[config.mk]
export PLATFORM = sky130hd
export DESIGN_NAME = alu_cmd_sequencer_flat
export DESIGN_NICKNAME = d
export VERILOG_FILES = /design/src/rtl/alu_pkg.sv /design/src/rtl/alu_cmd_sequencer_if.sv /design/src/rtl/alu_cmd_seq_ctrl.sv /design/src/rtl/alu_cmd_sequencer.sv /design/src/flat_wrapper.sv
export SDC_FILE = /design/constraint.sdc
export NUM_CORES = 1
export LEC_CHECK = 0
export CAP_MARGIN = 20
export CORE_MARGIN = 2
export CORE_UTILIZATION = 39
export DETAILED_ROUTE_END_ITERATION = 8
export PLACE_DENSITY = 0.76
export SYNTH_ARGS = -nofsm -noshare
export SYNTH_HDL_FRONTEND = slang
export SYNTH_SLANG_ARGS = --single-unit
[constraint.sdc]
create_clock -name clk -period 2.1 [get_ports clk]
set_input_delay 0.315 -clock clk [delete_from_list [all_inputs] [get_ports clk]]
set_output_delay 0.315 -clock clk [all_outputs]
set_load 0.02 [all_outputs]
[src/rtl/alu_pkg.sv]
// Shared ALU definitions: opcode encoding, default datapath width and the
// sequencer state type.
package alu_pkg;

    localparam int unsigned WIDTH = 16;

    typedef logic [2:0] alu_opc_t;

    localparam alu_opc_t OPC_ADDC = 3'd0;
    localparam alu_opc_t OPC_A2B  = 3'd1;
    localparam alu_opc_t OPC_INCB = 3'd2;
    localparam alu_opc_t OPC_B3   = 3'd3;
    localparam alu_opc_t OPC_AND  = 3'd4;
    localparam alu_opc_t OPC_OR   = 3'd5;
    localparam alu_opc_t OPC_NOTB = 3'd6;
    localparam alu_opc_t OPC_ZERO = 3'd7;

    typedef enum logic [1:0] {
        IDLE,
        EXEC,
        RESP
    } seq_state_e;

endpackage

[src/rtl/alu_cmd_sequencer_if.sv]
// Command and result handshake bundle between a command source/result sink
// (master) and the ALU command sequencer (slave).
interface alu_cmd_sequencer_if #(
    parameter int unsigned WIDTH = 16
) ();

    logic             cmd_valid;
    logic             cmd_ready;
    logic [2:0]       cmd_opc;
    logic [WIDTH-1:0] cmd_a;
    logic [WIDTH-1:0] cmd_b;
    logic             cmd_c;
    logic             cmd_use_acc;
    logic             cmd_acc_clr;

    logic             res_valid;
    logic             res_ready;
    logic [WIDTH-1:0] res_data;
    logic             res_zer;
    logic             res_neg;

    modport master (
        output cmd_valid, cmd_opc, cmd_a, cmd_b, cmd_c, cmd_use_acc, cmd_acc_clr, res_ready,
        input  cmd_ready, res_valid, res_data, res_zer, res_neg
    );

    modport slave (
        input  cmd_valid, cmd_opc, cmd_a, cmd_b, cmd_c, cmd_use_acc, cmd_acc_clr, res_ready,
        output cmd_ready, res_valid, res_data, res_zer, res_neg
    );

endinterface

[src/rtl/alu_cmd_seq_ctrl.sv]
// Sequencer control: IDLE/EXEC/RESP FSM plus settle counter, emitting the
// load, accumulator-clear, capture and deliver strobes for the datapath.
module alu_cmd_seq_ctrl import alu_pkg::*; #(
    parameter int unsigned SETTLE_CYCLES = 1
) (
    input  logic clk,
    input  logic rst,
    input  logic cmd_valid,
    input  logic cmd_acc_clr,
    input  logic res_ready,
    output logic cmd_ready,
    output logic res_valid,
    output logic load_op,
    output logic clr_acc,
    output logic capture,
    output logic deliver
);

    seq_state_e state_q, state_d;
    logic [3:0] cnt_q, cnt_d;

    always_ff @(posedge clk or posedge rst) begin
        if (rst) begin
            state_q <= IDLE;
            cnt_q   <= '0;
        end else begin
            state_q <= state_d;
            cnt_q   <= cnt_d;
        end
    end

    always_comb begin
        state_d   = state_q;
        cnt_d     = cnt_q;
        cmd_ready = 1'b0;
        res_valid = 1'b0;
        load_op   = 1'b0;
        clr_acc   = 1'b0;
        capture   = 1'b0;
        deliver   = 1'b0;
        case (state_q)
            IDLE: begin
                // Held low during reset so nothing is accepted while the flops are cleared.
                cmd_ready = !rst;
                if (cmd_valid && cmd_ready) begin
                    if (cmd_acc_clr) begin
                        clr_acc = 1'b1;
                    end else begin
                        load_op = 1'b1;
                        cnt_d   = 4'(SETTLE_CYCLES - 1);
                        state_d = EXEC;
                    end
                end
            end
            EXEC: begin
                if (cnt_q == 4'd0) begin
                    capture = 1'b1;
                    state_d = RESP;
                end else begin
                    cnt_d = cnt_q - 4'd1;
                end
            end
            RESP: begin
                res_valid = 1'b1;
                if (res_ready) begin
                    deliver = 1'b1;
                    state_d = IDLE;
                end
            end
            default: state_d = IDLE;
        endcase
    end

endmodule

[src/rtl/alu_cmd_sequencer.sv]
// Command sequencer in front of the 16-bit ALU: registers operands, waits the
// settle time, captures W/flags and hands them downstream. Optional counters
// are enabled with the ALU_CMD_SEQ_STATS_EN macro.
module alu_cmd_sequencer import alu_pkg::*; #(
    parameter int unsigned WIDTH         = alu_pkg::WIDTH,
    parameter int unsigned SETTLE_CYCLES = 1
) (
    input  logic              clk,
    input  logic              rst,
    alu_cmd_sequencer_if.slave bus,
    output logic [WIDTH-1:0]  alu_a,
    output logic [WIDTH-1:0]  alu_b,
    output logic              alu_c,
    output logic [2:0]        alu_opc,
    input  logic [WIDTH-1:0]  alu_w,
    input  logic              alu_zer,
    input  logic              alu_neg,
    output logic [WIDTH-1:0]  acc_out
`ifdef ALU_CMD_SEQ_STATS_EN
    ,
    output logic [15:0]       stat_ops,
    output logic [15:0]       stat_zero
`endif
);

    logic load_op, clr_acc, capture, deliver;
    logic cmd_ready, res_valid;

    alu_cmd_seq_ctrl #(
        .SETTLE_CYCLES(SETTLE_CYCLES)
    ) u_ctrl (
        .clk        (clk),
        .rst        (rst),
        .cmd_valid  (bus.cmd_valid),
        .cmd_acc_clr(bus.cmd_acc_clr),
        .res_ready  (bus.res_ready),
        .cmd_ready  (cmd_ready),
        .res_valid  (res_valid),
        .load_op    (load_op),
        .clr_acc    (clr_acc),
        .capture    (capture),
        .deliver    (deliver)
    );

    logic [WIDTH-1:0] alu_a_q, alu_b_q, res_data_q, acc_q;
    logic             alu_c_q, res_zer_q, res_neg_q;
    alu_opc_t         alu_opc_q;

    // ALU operands change only on an accepted command and are held afterwards.
    always_ff @(posedge clk or posedge rst) begin
        if (rst) begin
            alu_a_q    <= '0;
            alu_b_q    <= '0;
            alu_c_q    <= 1'b0;
            alu_opc_q  <= OPC_ADDC;
            res_data_q <= '0;
            res_zer_q  <= 1'b0;
            res_neg_q  <= 1'b0;
            acc_q      <= '0;
        end else begin
            if (load_op) begin
                alu_a_q   <= bus.cmd_use_acc ? acc_q : bus.cmd_a;
                alu_b_q   <= bus.cmd_b;
                alu_c_q   <= bus.cmd_c;
                alu_opc_q <= bus.cmd_opc;
            end
            if (capture) begin
                res_data_q <= alu_w;
                res_zer_q  <= alu_zer;
                res_neg_q  <= alu_neg;
            end
            if (clr_acc) begin
                acc_q <= '0;
            end else if (capture) begin
                acc_q <= alu_w;
            end
        end
    end

    assign alu_a   = alu_a_q;
    assign alu_b   = alu_b_q;
    assign alu_c   = alu_c_q;
    assign alu_opc = alu_opc_q;
    assign acc_out = acc_q;

    assign bus.cmd_ready = cmd_ready;
    assign bus.res_valid = res_valid;
    assign bus.res_data  = res_data_q;
    assign bus.res_zer   = res_zer_q;
    assign bus.res_neg   = res_neg_q;

`ifdef ALU_CMD_SEQ_STATS_EN
    logic [15:0] stat_ops_q, stat_zero_q;

    // Counted on the result handshake, so accumulator clears never contribute.
    always_ff @(posedge clk or posedge rst) begin
        if (rst) begin
            stat_ops_q  <= '0;
            stat_zero_q <= '0;
        end else if (deliver) begin
            if (stat_ops_q != 16'hFFFF) begin
                stat_ops_q <= stat_ops_q + 16'd1;
            end
            if (res_zer_q && (stat_zero_q != 16'hFFFF)) begin
                stat_zero_q <= stat_zero_q + 16'd1;
            end
        end
    end

    assign stat_ops  = stat_ops_q;
    assign stat_zero = stat_zero_q;
`endif

endmodule

[src/flat_wrapper.sv]
// flat-port wrapper written by rule: the top's interface ports become plain ports
module alu_cmd_sequencer_flat import alu_pkg::*;
#(
    parameter int unsigned WIDTH         = alu_pkg::WIDTH,
    parameter int unsigned SETTLE_CYCLES = 1
)
  (clk, rst, alu_a, alu_b, alu_c, alu_opc, alu_w, alu_zer, alu_neg, acc_out, bus_cmd_valid, bus_cmd_opc, bus_cmd_a, bus_cmd_b, bus_cmd_c, bus_cmd_use_acc, bus_cmd_acc_clr, bus_res_ready, bus_cmd_ready, bus_res_valid, bus_res_data, bus_res_zer, bus_res_neg);
  alu_cmd_sequencer_if #(.WIDTH(WIDTH)) bus_i ();
  input  logic clk;
  input  logic rst;
  output logic [WIDTH-1:0] alu_a;
  output logic [WIDTH-1:0] alu_b;
  output logic alu_c;
  output logic [2:0] alu_opc;
  input  logic [WIDTH-1:0] alu_w;
  input  logic alu_zer;
  input  logic alu_neg;
  output logic [WIDTH-1:0] acc_out;
  input wire logic [$bits(bus_i.cmd_valid)-1:0] bus_cmd_valid;
  input wire logic [$bits(bus_i.cmd_opc)-1:0] bus_cmd_opc;
  input wire logic [$bits(bus_i.cmd_a)-1:0] bus_cmd_a;
  input wire logic [$bits(bus_i.cmd_b)-1:0] bus_cmd_b;
  input wire logic [$bits(bus_i.cmd_c)-1:0] bus_cmd_c;
  input wire logic [$bits(bus_i.cmd_use_acc)-1:0] bus_cmd_use_acc;
  input wire logic [$bits(bus_i.cmd_acc_clr)-1:0] bus_cmd_acc_clr;
  input wire logic [$bits(bus_i.res_ready)-1:0] bus_res_ready;
  output wire logic [$bits(bus_i.cmd_ready)-1:0] bus_cmd_ready;
  output wire logic [$bits(bus_i.res_valid)-1:0] bus_res_valid;
  output wire logic [$bits(bus_i.res_data)-1:0] bus_res_data;
  output wire logic [$bits(bus_i.res_zer)-1:0] bus_res_zer;
  output wire logic [$bits(bus_i.res_neg)-1:0] bus_res_neg;
  assign bus_i.cmd_valid = bus_cmd_valid;
  assign bus_i.cmd_opc = bus_cmd_opc;
  assign bus_i.cmd_a = bus_cmd_a;
  assign bus_i.cmd_b = bus_cmd_b;
  assign bus_i.cmd_c = bus_cmd_c;
  assign bus_i.cmd_use_acc = bus_cmd_use_acc;
  assign bus_i.cmd_acc_clr = bus_cmd_acc_clr;
  assign bus_i.res_ready = bus_res_ready;
  assign bus_cmd_ready = bus_i.cmd_ready;
  assign bus_res_valid = bus_i.res_valid;
  assign bus_res_data = bus_i.res_data;
  assign bus_res_zer = bus_i.res_zer;
  assign bus_res_neg = bus_i.res_neg;
  alu_cmd_sequencer #(.WIDTH(WIDTH), .SETTLE_CYCLES(SETTLE_CYCLES)) u_core (.clk(clk), .rst(rst), .bus(bus_i), .alu_a(alu_a), .alu_b(alu_b), .alu_c(alu_c), .alu_opc(alu_opc), .alu_w(alu_w), .alu_zer(alu_zer), .alu_neg(alu_neg), .acc_out(acc_out));
endmodule
==> results of run 1 <==
-- area by class of cell --
cell class | instances | share of cell area, %
sequential | 76 | 38.3
timing repair buffer | 147 | 29.5
multi-input combinational | 159 | 23.7
clock inverter | 6 | 2.74
tap | 105 | 2.64
clock buffer | 10 | 2.57
inverter | 6 | 0.529
-- critical path: cells and delay by family --
kind,cells,cell delay [ns]
buf+inv,3,1.21
simple gates,1,0.14
-- metrics by stage --
step | instance area [sq um] | cells | hold WS [ns] | utilization, % | setup slack, ns
2_1_floorplan | 3200 | 258 | 0.423 | - | 0.320
3_3_place_gp | 4710 | 493 | 0.474 | 58.2 | 0.0300
3_5_place_dp | 4710 | 493 | 0.489 | 58.2 | 0.0165
4_1_cts | 4970 | 509 | 0.448 | 61.4 | 0.0857
5_1_grt | 4970 | 509 | 0.483 | 61.4 | 0.0542
6_report | 4970 | 509 | 0.460 | 61.4 | 0.110
-- cell usage in the layout (no fill, tap or decap), types with 2 or more instances in the layout --
cell,instances
nand2b_1,3
clkdlybuf4s50_1,131
mux2_2,54
nand2_1,17
dfrtp_1,76
buf_12,3
clkbuf_8,9
o21ai_1,3
nand3_1,18
o22ai_1,2
inv_1,5
ha_1,2
clkinvlp_4,2
buf_4,13
bufinv_16,4
o21ai_0,32
nor3_1,2
a21oi_1,17
-- kinds of logic (layout without fill, tap and decap cells) --
family                     count (synthesis)  count (layout)  synth area share [%]
AOI/OAI and AO/OA                         57              57                  9.24
adders and majority gates                  2               2                 0.783
buffers and inverters                     23             169                  3.64
DFF                                       76              76                  59.5
muxes                                     54              54                  19.0
and+or+nand+nor                           46              46                  7.76
-- final timing paths --
kind                                                            to  cells past startpoint                                 start  slack [ns]
min in group clk                u_core.bus.res_data[1]$_DFFE_PP0P_                      2    u_core.bus.res_data[1]$_DFFE_PP0P_        0.50
max in group asynchronous       u_core.u_ctrl.cnt_q[0]$_DFFE_PP0P_                      4                                   rst        1.14
worst max register to register        u_core.alu_a[11]$_DFFE_PP0P_                      4  u_core.u_ctrl.state_q[0]$_DFFE_PP0P_        0.29
worst min-delay path                   u_core.alu_b[5]$_DFFE_PP0P_                      3                                   rst        0.46
worst min register to register  u_core.bus.res_data[1]$_DFFE_PP0P_                      2    u_core.bus.res_data[1]$_DFFE_PP0P_        0.50
worst max-delay path                                 bus_cmd_ready                      4                                   rst        0.11
-- report_power, final --
part / internal, mW / switching, mW / leakage [nW]
sequential: 2.19 / 0.443 / 0.945
clock: 0.912 / 0.537 / 0.127
combinational: 1.96 / 1.95 / 1.05
total: 5.06 / 2.93 / 2.13
-- Yosys cell counts (3+ instances only) --
cell / number
clkbuf_1: 12
nand3_1: 18
mux2_2: 54
a21oi_1: 17
dfrtp_1: 76
nand2_1: 17
o21ai_1: 3
inv_1: 6
nand2b_1: 3
o21ai_0: 32
-- layer usage --
layer  wire (microns)  share of wire (%)
met1             3230                 41
met2             3960                 50
met3              645                8.2
met4               71               0.90
met5                0                  0
-- flip-flops by register name, indices dropped and copies added (netlist names) --
| name | cells |
|---|---|
| u_core.bus.res_neg | 1 |
| u_core.u_ctrl.state_q | 2 |
| u_core.alu_c | 1 |
| u_core.alu_opc | 3 |
| u_core.bus.res_zer | 1 |
| u_core.alu_a | 16 |
| u_core.u_ctrl.cnt_q | 4 |
| u_core.acc_out | 16 |
| u_core.bus.res_data | 16 |
| u_core.alu_b | 16 |
==> reports/metrics.csv, run 1 <==
stage;metric;value;unit
finish;fin_nets;461;
pwr;vdd_ir_drop_max;0.000807;V
route;drtAntennaViolNets;0;
worst_setup_path;end_kind;output pin;
clock_network;cts_setup_buffers;0;
grt;grt_pass1_wl;13000;microns
synthesis;synthDistinctLibCells;26;
sta;setup_viol;0;
synthesis;synth_edf_count;0;
finish;fillCellCount;685;
clock_network;htreeDepth;3;
clock_network;cts.repair.resized;0;
synthesis;synthTopCellsByArea;dfrtp_1 60%, mux2_2 19%, o21ai_0 5.0%;
grt;grt_pass1_vias;2640;
synthesis;async_flop_share;100;%
grt;antenna_found_initial;0;
sta;report.final.slew_viol_count;0;
floorplan;core;8090;sq um
synthesis;yosysTopAreaCell;dfrtp_1;
floorplan;start_util;39.5;%
worst_setup_path;critical_path.most_common_cell;clkdlybuf4s50_1;
clock_network;clock_latency;0.34;ns
finish;register_area;1900;sq um
sta;max_freq;0.503;GHz
job;cap_violations;0;
sta;finClkSkew;0.00696;ns
route;viasPerCell;4.99;
place;place_congestion;0.731;
synthesis;synthCells;258;
grt;met1_usage;22.7;%
grt;gr-usage-all-layers;18.8;%
route;routed_wl;7910;microns
sta;rsz0062_at_grt;false;
sta;finalSetupTns;0;ns
clock_network;clk_transition_reported_paths;0.08;ns
clock_network;cts_root_buffer;clkbuf_8;
route;wire_per_inst;15.5;microns
floorplan;die_h;94.5;microns
worst_setup_path;cpPeakStageDelay;0.64;ns
clock_network;cts.path.max_buffers;2;
status;status;finished clean;
worst_setup_path;crit_arrival;1.67;ns
finish;diodes;0;
synthesis;ys_ff_latch;76;
sta;hold_viol_final;0;
floorplan;die_area;8930;sq um
clock_network;numCtsBuffers;9;
place;numPortBuffers;131;
floorplan;die_w;94.5;microns
synthesis;synth_fp_nets;320;
finish;multiInputGateArea;1180;sq um
worst_setup_path;path_max_fanout;2;
worst_setup_path;crit_type;in2out;
pwr;power_density;1610;nW/um^2
floorplan;pin_count;132;
synthesis;yosysWarnings;0;
hold_path;worst_hold_path_type;in2async;
route;post-route-drc-count;0;
pwr;total_power;7.99;mW
grt;grt_overflow_total;0;
grt;grtUsageMet2;31.9;%
worst_setup_path;startpoint_type;input port;
sta;tightest_slew;0.479;ns
finish;synthToLayoutAreaGrowth;55.6;%
sta;fin_crit_sh;94.7;%
clock_network;tritoncts;done;
place;dp_hpwl;5790;microns
grt;busiest_layer;met2;
sta;relSlewSlack;68.0;%
synthesis;seq_area_frac_synth;59.5;%
floorplan;num_rows;33;
pwr;p_leak;2.13;nW
grt;grt_max_degree;37;
route;vias;2541;
grt;use_met3;6.38;%
synthesis;synth_area;3190;sq um
sta;period_minus_slack;1.99;ns
clock_network;holdBufCountCts;0;
worst_setup_path;path_cells;clkdlybuf4s50_1 > buf_4 > nor3_1 > clkdlybuf4s50_1;
synthesis;yosysTopAreaCellShare;59.5;%
synthesis;syn_avg_cell_area;12.4;sq um
worst_setup_path;slowest_stage;clkdlybuf4s50_1;
route;drt_iter0_drc;81;
clock_network;clock-sinks;76;
route;firstDrtPassIters;4;
worst_setup_path;cp.required;1.78;ns
finish;layout-drive-gt1-share;22.3;%
synthesis;synth_flop_cell;dfrtp_1;
(Power assumes the default switching activity.)
==> inputs of run 2 (changes only) <==
Settings changed: HOLD_SLACK_MARGIN set to 0.03.
==> results of run 2 <==
Same layout as run 1: the final DEF is identical, and so are final timing and power.
==> inputs of run 3 (changes only) <==
Settings changed: CTS_BUF_LIST set to sky130_fd_sc_hd__clkbuf_16.
==> run 3 against run 2 <==
Against the previous run: sequential share of layout area is 0.76 points lower; clock skew fell by 0.0023 ns; clock-buffer cell count fell by 1; worst setup slack unchanged; largest cell class unchanged; global-route usage rose by 0.068 points.
==> reports/metrics.csv, run 3 (synthesized netlist as in run 1, its figures left out) <==
stage;metric;value;unit
clock_network;holdBufCountCts;0;
finish;mostFrequentLayoutCells;131 x clkdlybuf4s50_1, 76 x dfrtp_1, 54 x mux2_2;
sta;relSlewSlack;68.1;%
finish;fin_nets;461;
grt;grt_pass1_vias;2636;
job;cap_violations;0;
finish;synthToLayoutAreaGrowth;58.8;%
worst_setup_path;end_kind;output pin;
sta;timing.hold.ws;0.479;ns
clock_network;clock_latency;0.32;ns
sta;finClkSkew;0.00465;ns
route;viasPerCell;4.97;
floorplan;core;8090;sq um
floorplan;num_rows;33;
finish;final_common_cell;clkdlybuf4s50_1;
route;post-route-drc-count;0;
clock_network;cts_root_buffer;clkbuf_16;
sta;fin_crit_sh;94.7;%
place;dp.cells;493;
worst_setup_path;r2r_cells;4;
place;dp_hpwl;5790;microns
floorplan;die_h;94.5;microns
clock_network;tritoncts;done;
worst_setup_path;crit_arrival;1.67;ns
pwr;p_int;5.43;mW
worst_setup_path;cp.required;1.78;ns
finish;diodes;0;
pwr;pwr-share-seq;31.4;%
clock_network;htreeDepth;3;
worst_setup_path;regToRegStartpoint;u_core.u_ctrl.state_q[1]$_DFFE_PP0P_;
worst_setup_path;r2r_slack;0.30;ns
floorplan;die_w;94.5;microns
finish;final_core_util;62.7;%
pwr;clock_power_share;22.1;%
worst_setup_path;startpoint_type;input port;
place;postPlaceCellArea;4710;sq um
sta;rsz0062_at_grt;false;
sta;setup_viol;0;
clock_network;clk_transition_reported_paths;0.06;ns
finish;fin_cells;509;
pwr;p_sw;2.96;mW
clock_network;cts_setup_buffers;0;
sta;tightest_slew;0.478;ns
pwr;sw_frac_of_total;35.3;%
floorplan;pin_count;132;
worst_setup_path;r2r_end;u_core.alu_a[11]$_DFFE_PP0P_;
finish;layout-drive-gt1-share;22.3;%
sta;max_freq;0.503;GHz
place;numPortBuffers;131;
grt;grt_overflow_total;0;
pwr;power_density;1660;nW/um^2
worst_setup_path;path_max_fanout;2;
status;status;finished clean;
grt;gr-usage-all-layers;18.9;%
clock_network;numCtsBuffers;9;
route;routed_wl;7910;microns
clock_network;clock-sinks;76;
floorplan;die_area;8930;sq um
finish;post-route-cell-area;5070;sq um
sta;report.final.slew_viol_count;0;
sta;period_minus_slack;1.99;ns
grt;grt_max_degree;37;
pwr;comb_power_share;46.5;%
clock_network;cts.repair.resized;0;
clock_network;cts.path.max_buffers;2;
grt;grt_pass1_wl;13000;microns
place;place_congestion;0.731;
floorplan;start_util;39.5;%
sta;finalSetupTns;0;ns
route;drt_iter0_drc;65;
grt;antenna_found_initial;0;
route;drtAntennaViolNets;0;
pwr;vdd_ir_drop_max;0.000860;V
worst_setup_path;crit_type;in2out;
route;firstDrtPassIters;4;
sta;hold_viol_final;0;
pwr;p_leak;2.18;nW
route;vias;2531;
hold_path;worst_hold_path_type;in2async;
route;wire_per_inst;15.5;microns
run 3: how the worst max path moves through the flow:
stage | start | end | slack [ns]
final | rst | bus_cmd_ready | 0.11
after global placement | rst | u_core.alu_a[6]$_DFFE_PP0P_ | 0.03
after global routing | rst | bus_cmd_ready | 0.05
after detailed placement | rst | u_core.alu_a[11]$_DFFE_PP0P_ | 0.02
after CTS | rst | bus_cmd_ready | 0.09
after floorplan | u_core.u_ctrl.state_q[0]$_DFFE_PP0P_ | u_core.alu_a[10]$_DFFE_PP0P_ | 0.32
run 3: area by class of cell:
cell class	instances	area (sq um)
clock buffers	9	225
clock inverters	7	140
fillers	666	3020
inverters	6	26.3
multi-input cells	159	1180
flip-flops and latches	76	1900
well taps	105	131
repair buffers	147	1470
run 3: critical path, stage by stage:
cell and delay (ns):
clkdlybuf4s50_1 0.42, buf_4 0.15, nor3_1 0.14, clkdlybuf4s50_1 0.64
run 3: power groups by stage:
stage	Combinational, mW	Clock, mW	Sequential, mW
6_report	3.90	1.86	2.63
2_1_floorplan	1.23	0	3.41
5_1_grt	4.21	1.98	2.74
3_3_place_gp	3.85	0	2.62
3_5_place_dp	3.94	0	2.65
4_1_cts	3.95	1.91	2.64
run 3: stage by stage:
step | total power [mW] | worst slack, ns
floorplan | 4.64 | 0.320
global placement | 6.47 | 0.0300
detailed placement | 6.59 | 0.0165
CTS | 8.50 | 0.0857
global route | 8.93 | 0.0542
finish | 8.40 | 0.110
run 3: layer usage:
metal	up-vias	GRT usage (%)	routed length (microns)
li1	1191	-	-
met1	1253	22.3	3210
met2	83	32.4	4010
met3	4	6.78	635
met4	0	5.80	51
met5	-	0	0
